<file path="src/rtl/serial_comparator_pkg.sv">
// ============================================================================
// Module : serial_comparator_pkg
// Brief  : Shared FSM state type and default operand width for serial_comparator.
// Rev    : 1.0
// ============================================================================
`default_nettype none

package serial_comparator_pkg;

    localparam int DEFAULT_WIDTH = 8;

    typedef enum logic [1:0] {
        S_IDLE    = 2'd0,
        S_COMPARE = 2'd1,
        S_DONE    = 2'd2
    } state_t;

endpackage

`default_nettype wire

</file>
<file path="src/rtl/serial_comparator_if.sv">
// ============================================================================
// Module : serial_comparator_if
// Brief  : Request/operand inputs and status/result outputs of serial_comparator.
// Rev    : 1.0
// ============================================================================
`default_nettype none

interface serial_comparator_if
    import serial_comparator_pkg::*;
#(
    parameter int WIDTH = DEFAULT_WIDTH
);
    logic             start;
    logic [WIDTH-1:0] a;
    logic [WIDTH-1:0] b;
    logic             signed_mode;
    logic             busy;
    logic             done;
    logic             GT;
    logic             LT;
    logic             EQ;

    modport master (
        output start, a, b, signed_mode,
        input  busy, done, GT, LT, EQ
    );

    modport slave (
        input  start, a, b, signed_mode,
        output busy, done, GT, LT, EQ
    );
endinterface

`default_nettype wire

</file>
<file path="src/rtl/serial_comparator_bit_cell.sv">
// ============================================================================
// Module : serial_comparator_bit_cell
// Brief  : Combinational single-bit magnitude decision for the serial compare.
// Rev    : 1.0
// ============================================================================
`default_nettype none

module serial_comparator_bit_cell (
    input  wire logic a_bit,
    input  wire logic b_bit,
    input  wire logic is_msb,
    input  wire logic signed_mode,
    output logic      differ,
    output logic      gt,
    output logic      lt
);
    logic invert;

    // A set sign bit means the smaller value, so the MSB decision flips.
    assign invert = is_msb & signed_mode;
    assign differ = a_bit ^ b_bit;
    assign gt     = differ & (invert ? b_bit : a_bit);
    assign lt     = differ & (invert ? a_bit : b_bit);
endmodule

`default_nettype wire

</file>
<file path="src/rtl/serial_comparator.sv">
// ============================================================================
// Module : serial_comparator
// Brief  : Bit-serial MSB-first signed/unsigned magnitude comparator.
// Rev    : 1.0
// ============================================================================
`default_nettype none

module serial_comparator
    import serial_comparator_pkg::*;
#(
    parameter int WIDTH = DEFAULT_WIDTH
) (
    input  wire logic          clk,
    input  wire logic          rst,
    serial_comparator_if.slave bus
);
    localparam int                IDX_W   = $clog2(WIDTH);
    localparam logic [IDX_W-1:0]  MSB_IDX = IDX_W'(WIDTH - 1);

    state_t           state,      state_next;
    logic [WIDTH-1:0] a_reg,      a_next;
    logic [WIDTH-1:0] b_reg,      b_next;
    logic             smode_reg,  smode_next;
    logic [IDX_W-1:0] idx_reg,    idx_next;
    logic             gt_reg,     gt_next;
    logic             lt_reg,     lt_next;
    logic             eq_reg,     eq_next;

    logic bit_differ;
    logic bit_gt;
    logic bit_lt;

    serial_comparator_bit_cell u_bit_cell (
        .a_bit       (a_reg[idx_reg]),
        .b_bit       (b_reg[idx_reg]),
        .is_msb      (idx_reg == MSB_IDX),
        .signed_mode (smode_reg),
        .differ      (bit_differ),
        .gt          (bit_gt),
        .lt          (bit_lt)
    );

    always_ff @(posedge clk or posedge rst) begin
        if (rst) begin
            state     <= S_IDLE;
            a_reg     <= '0;
            b_reg     <= '0;
            smode_reg <= 1'b0;
            idx_reg   <= MSB_IDX;
            gt_reg    <= 1'b0;
            lt_reg    <= 1'b0;
            eq_reg    <= 1'b0;
        end else begin
            state     <= state_next;
            a_reg     <= a_next;
            b_reg     <= b_next;
            smode_reg <= smode_next;
            idx_reg   <= idx_next;
            gt_reg    <= gt_next;
            lt_reg    <= lt_next;
            eq_reg    <= eq_next;
        end
    end

    always_comb begin
        state_next = state;
        a_next     = a_reg;
        b_next     = b_reg;
        smode_next = smode_reg;
        idx_next   = idx_reg;
        gt_next    = gt_reg;
        lt_next    = lt_reg;
        eq_next    = eq_reg;

        case (state)
            S_IDLE: begin
                if (bus.start) begin
                    a_next     = bus.a;
                    b_next     = bus.b;
                    smode_next = bus.signed_mode;
                    idx_next   = MSB_IDX;
                    gt_next    = 1'b0;
                    lt_next    = 1'b0;
                    eq_next    = 1'b0;
                    state_next = S_COMPARE;
                end
            end
            S_COMPARE: begin
                if (bit_differ) begin
                    gt_next    = bit_gt;
                    lt_next    = bit_lt;
                    state_next = S_DONE;
                end else if (idx_reg == '0) begin
                    eq_next    = 1'b1;
                    state_next = S_DONE;
                end else begin
                    idx_next   = idx_reg - IDX_W'(1);
                end
            end
            S_DONE: begin
                state_next = S_IDLE;
            end
            default: begin
                state_next = S_IDLE;
            end
        endcase
    end

    assign bus.busy = (state != S_IDLE);
    assign bus.done = (state == S_DONE);
    assign bus.GT   = gt_reg;
    assign bus.LT   = lt_reg;
    assign bus.EQ   = eq_reg;
endmodule

`default_nettype wire

</file>
<file path="src/flat_wrapper.sv">
// flat-port wrapper written by rule: the top's interface ports become plain ports
module serial_comparator_flat import serial_comparator_pkg::*;
#(
    parameter int WIDTH = DEFAULT_WIDTH
)
  (clk, rst, bus_start, bus_a, bus_b, bus_signed_mode, bus_busy, bus_done, bus_GT, bus_LT, bus_EQ);
  serial_comparator_if #(.WIDTH(WIDTH)) bus_i ();
  input  wire logic clk;
  input  wire logic rst;
  input wire logic [$bits(bus_i.start)-1:0] bus_start;
  input wire logic [$bits(bus_i.a)-1:0] bus_a;
  input wire logic [$bits(bus_i.b)-1:0] bus_b;
  input wire logic [$bits(bus_i.signed_mode)-1:0] bus_signed_mode;
  output wire logic [$bits(bus_i.busy)-1:0] bus_busy;
  output wire logic [$bits(bus_i.done)-1:0] bus_done;
  output wire logic [$bits(bus_i.GT)-1:0] bus_GT;
  output wire logic [$bits(bus_i.LT)-1:0] bus_LT;
  output wire logic [$bits(bus_i.EQ)-1:0] bus_EQ;
  assign bus_i.start = bus_start;
  assign bus_i.a = bus_a;
  assign bus_i.b = bus_b;
  assign bus_i.signed_mode = bus_signed_mode;
  assign bus_busy = bus_i.busy;
  assign bus_done = bus_i.done;
  assign bus_GT = bus_i.GT;
  assign bus_LT = bus_i.LT;
  assign bus_EQ = bus_i.EQ;
  serial_comparator #(.WIDTH(WIDTH)) u_core (.clk(clk), .rst(rst), .bus(bus_i));
endmodule
</file>
<file path="config.mk">
export PLATFORM = sky130hd
export DESIGN_NAME = serial_comparator_flat
export DESIGN_NICKNAME = d
export VERILOG_FILES = /design/src/rtl/serial_comparator_pkg.sv /design/src/rtl/serial_comparator_if.sv /design/src/rtl/serial_comparator_bit_cell.sv /design/src/rtl/serial_comparator.sv /design/src/flat_wrapper.sv
export SDC_FILE = /design/constraint.sdc
export NUM_CORES = 1
export LEC_CHECK = 0
export ABC_AREA = 1
export BUFFER_PORTS_ARGS = -buffer_cell sky130_fd_sc_hd__buf_2
export CAP_MARGIN = 10
export CELL_PAD_IN_SITES_DETAIL_PLACEMENT = 2
export CELL_PAD_IN_SITES_GLOBAL_PLACEMENT = 2
export CORE_ASPECT_RATIO = 0.9
export CORE_MARGIN = 2
export CORE_UTILIZATION = 31
export DETAILED_ROUTE_END_ITERATION = 8
export PLACE_DENSITY_LB_ADDON = 0.1
export SYNTH_ARGS = -nofsm -noshare
export SYNTH_HDL_FRONTEND = slang
export SYNTH_SLANG_ARGS = --single-unit
</file>
<file path="constraint.sdc">
create_clock -name clk -period 1.85 [get_ports clk]
set_input_delay 0.185 -clock clk [delete_from_list [all_inputs] [get_ports clk]]
set_output_delay 0.185 -clock clk [all_outputs]
set_load 0.01 [all_outputs]
</file>
==> impl_metrics.tcl <==
set metrics [dict create \
    outcome "finished, final reports clean" \
    synth.largest_area_cell "dfrtp_1" \
    maxSlewViolCount 0 \
    syn_to_final_growth_pct 20.8 \
    clockBufferDepth 2 \
    reg2reg_setup_slack_ps 170 \
    die_height_um 66.2 \
    synth_cell_types 20 \
    routabilityCongestion 0.763 \
    utilization_pct 39.2 \
    clkSinkCount 25 \
    hpwl_mm 2.59 \
    diodes 0 \
    postSynth.asyncResetShare_pct 100 \
    synthFlopType "dfrtp_1" \
    initial_core_util_pct 32.5 \
    synth.top_cell.area_share_pct 41.3 \
    first_global_vias 1343 \
    power.density_nw_per_um2 1890 \
    hold_viol_final 0 \
    fin_skew_ps 2.80 \
    power_mw 3.03 \
    fin_setup_tns_ps 0 \
    crit_buf_inv 1 \
    avgSynthCellArea_um2 8.08 \
    num_rows 22 \
    min_path_type "in2reg" \
    worstSetupPathType "reg2reg" \
    drc 0 \
    ys_ff_latch 25 \
    synth_area_um2 1330 \
    max_freq_mhz 595 \
    timing.hold.ws_ps 137 \
    endpoint_kind "flip-flop" \
    syn-num-nets 188 \
    slowest_delay_ps 650 \
    fin_crit_sh_pct 90.8 \
    cp_slowest_cell "dfstp_2" \
    routed_wl_mm 3.55 \
    layout.nets 221 \
    cts_tree "built" \
    cp.arrival_ps 1900 \
    drtIter0Drc 40 \
    startpoint_type "flip-flop" \
    antenna_found_initial 0 \
    synth_edf_count 0 \
    core_um2 4100 \
    path_clk_slew_ps 90 \
    wl_per_cell_um 14.5 \
    ant_nets 0 \
    fin_crit_ps 1680 \
    worstPathRequired_ps 2070 \
    worstPathMaxFanout 10 \
    yosysSeqAreaShare_pct 47.2 \
    synth_area_leaders "dfrtp_1, nand2_1, nand3_1" \
    vias_per_cell 4.92 \
    grt_overflow 0 \
    p_leak_nw 0.903 \
    worst_slew_pin_slew_ps 371 \
    ctsRootBufferMaster "clkbuf_8" \
    grt_first_pass_wirelength_mm 6.20 \
    grt_max_degree 38 \
    setup_violations 0 \
    htree_levels 1 \
    syn_inst 165 \
    port_buffers 24 \
    ios 25 \
    fp.dieW_um 73.1 \
    path_cells "inv_4 -> nand2_1 -> nand3_1 -> nand2_1 -> nand2_1 -> nand2_2 -> nand2_4 -> nand3_4 -> nand3_1 -> nand2_1" \
    rsz0062_at_grt "no" \
    critPathMostFrequentCell "nand2_1" \
    clk_latency_ps 270 \
    max_slew_margin_pct 75.2 \
    cp_top_family "simple AND/OR/NAND/NOR gates" \
    dr.pass1.iters 4 \
    cts_buffers 3 \
    drive_gt1_share_pct 29.9 \
    yosys_warnings 0 \
    die_area_um2 4840 \
    vias 1206 \
    grt.total_usage_pct 16.7 \
    drv_cap 0 \
    ir_drop_v 0.000467 \
]
## cell families after synthesis
group,synth area share (%)
buffers and inverters,8.36
AO/OA/AOI/OAI,6.01
AND/OR/NAND/NOR,31.4
flip-flops,47.2
adder cells (fa/ha/maj),2.82
multiplexers,4.23
## power breakdown
group          total [mW]  internal [mW]  switching, mW
logic                1.70          0.622           1.08
registers            1.00          0.832          0.169
clock network       0.336          0.151          0.184
total                3.03           1.61           1.43
## stage by stage
| step | cells | worst slack, ps | instance area, um2 |
|---|---|---|---|
| 6_report | 245 | 170 | 1610 |
| 5_1_grt | 245 | 9.18 | 1610 |
| 4_1_cts | 240 | 50.8 | 1560 |
| 3_5_place_dp | 235 | 15.9 | 1500 |
| 3_3_place_gp | 235 | 141 | 1500 |
| 2_1_floorplan | 165 | 421 | 1330 |
## synthesized netlist by cell type (2+ instances only)
master and count:
a21oi_1 14, buf_2 2, dfrtp_1 22, dfstp_2 3
ha_1 3, inv_1 20, inv_2 2, mux2_2 5
nand2_1 42, nand2_2 5, nand2_4 3, nand3_1 23
nor2_1 14
## cells in the final DEF (no fill, tap or decap), drive strengths merged
cell	synthesis	routed
ha	3	3
mux2	5	5
clkbuf	1	3
a21oi	14	14
nand3	25	25
nor2	14	14
buf	3	31
dlygate4sd3	0	1
dfstp	3	3
inv	22	23
o21ai	2	2
nand2	50	50
clkinv	1	1
dfrtp	22	22
## worst register-to-register path: cells and delay by family, from the launching register on
kind | cells | cell delay [ps]
buffers and inverters | 1 | 90
and+or+nand+nor | 9 | 900
DFF | 1 | 650
## final timing paths
kind | from | to | depth (start not counted)
max | u_core.idx_reg[0] | u_core.idx_reg[0] | 10
min | bus_b[4] | u_core.b_reg[4] | 2
max reg2reg | u_core.idx_reg[0] | u_core.idx_reg[0] | 10
min reg2reg | u_core.bus.EQ | u_core.bus.EQ | 2
max in group asynchronous | rst | u_core.idx_reg[1] | 4
min in group asynchronous | rst | u_core.a_reg[2] | 4
## layer usage
layer	part of all wire (%)	wire length (um)	track usage, %
met3	2.4	86	2.44
met2	51	1830	28.8
met4	2.8	99	7.41
met1	43	1530	20.4
met5	0	0	0
## area by class of cell
type	instances	area, um2
Clock buffer	3	41.3
Inverter	23	88.8
Multi-Input combinational cell	113	602
Sequential cell	25	629
Timing Repair Buffer	32	183
Fill cell	502	2490
Tap cell	48	60.1
Clock inverter	1	5.00
## what timing repair did
item                       CTS  global route
buffers inserted             0             5
hold buffers                 1             0
cloned                       0             0
resized for setup            1             4
setup endpoints to repair    1             6
hold endpoints to repair    22             0
pin swaps                    0             1
No activity file was read; power rests on OpenSTA's default activity.
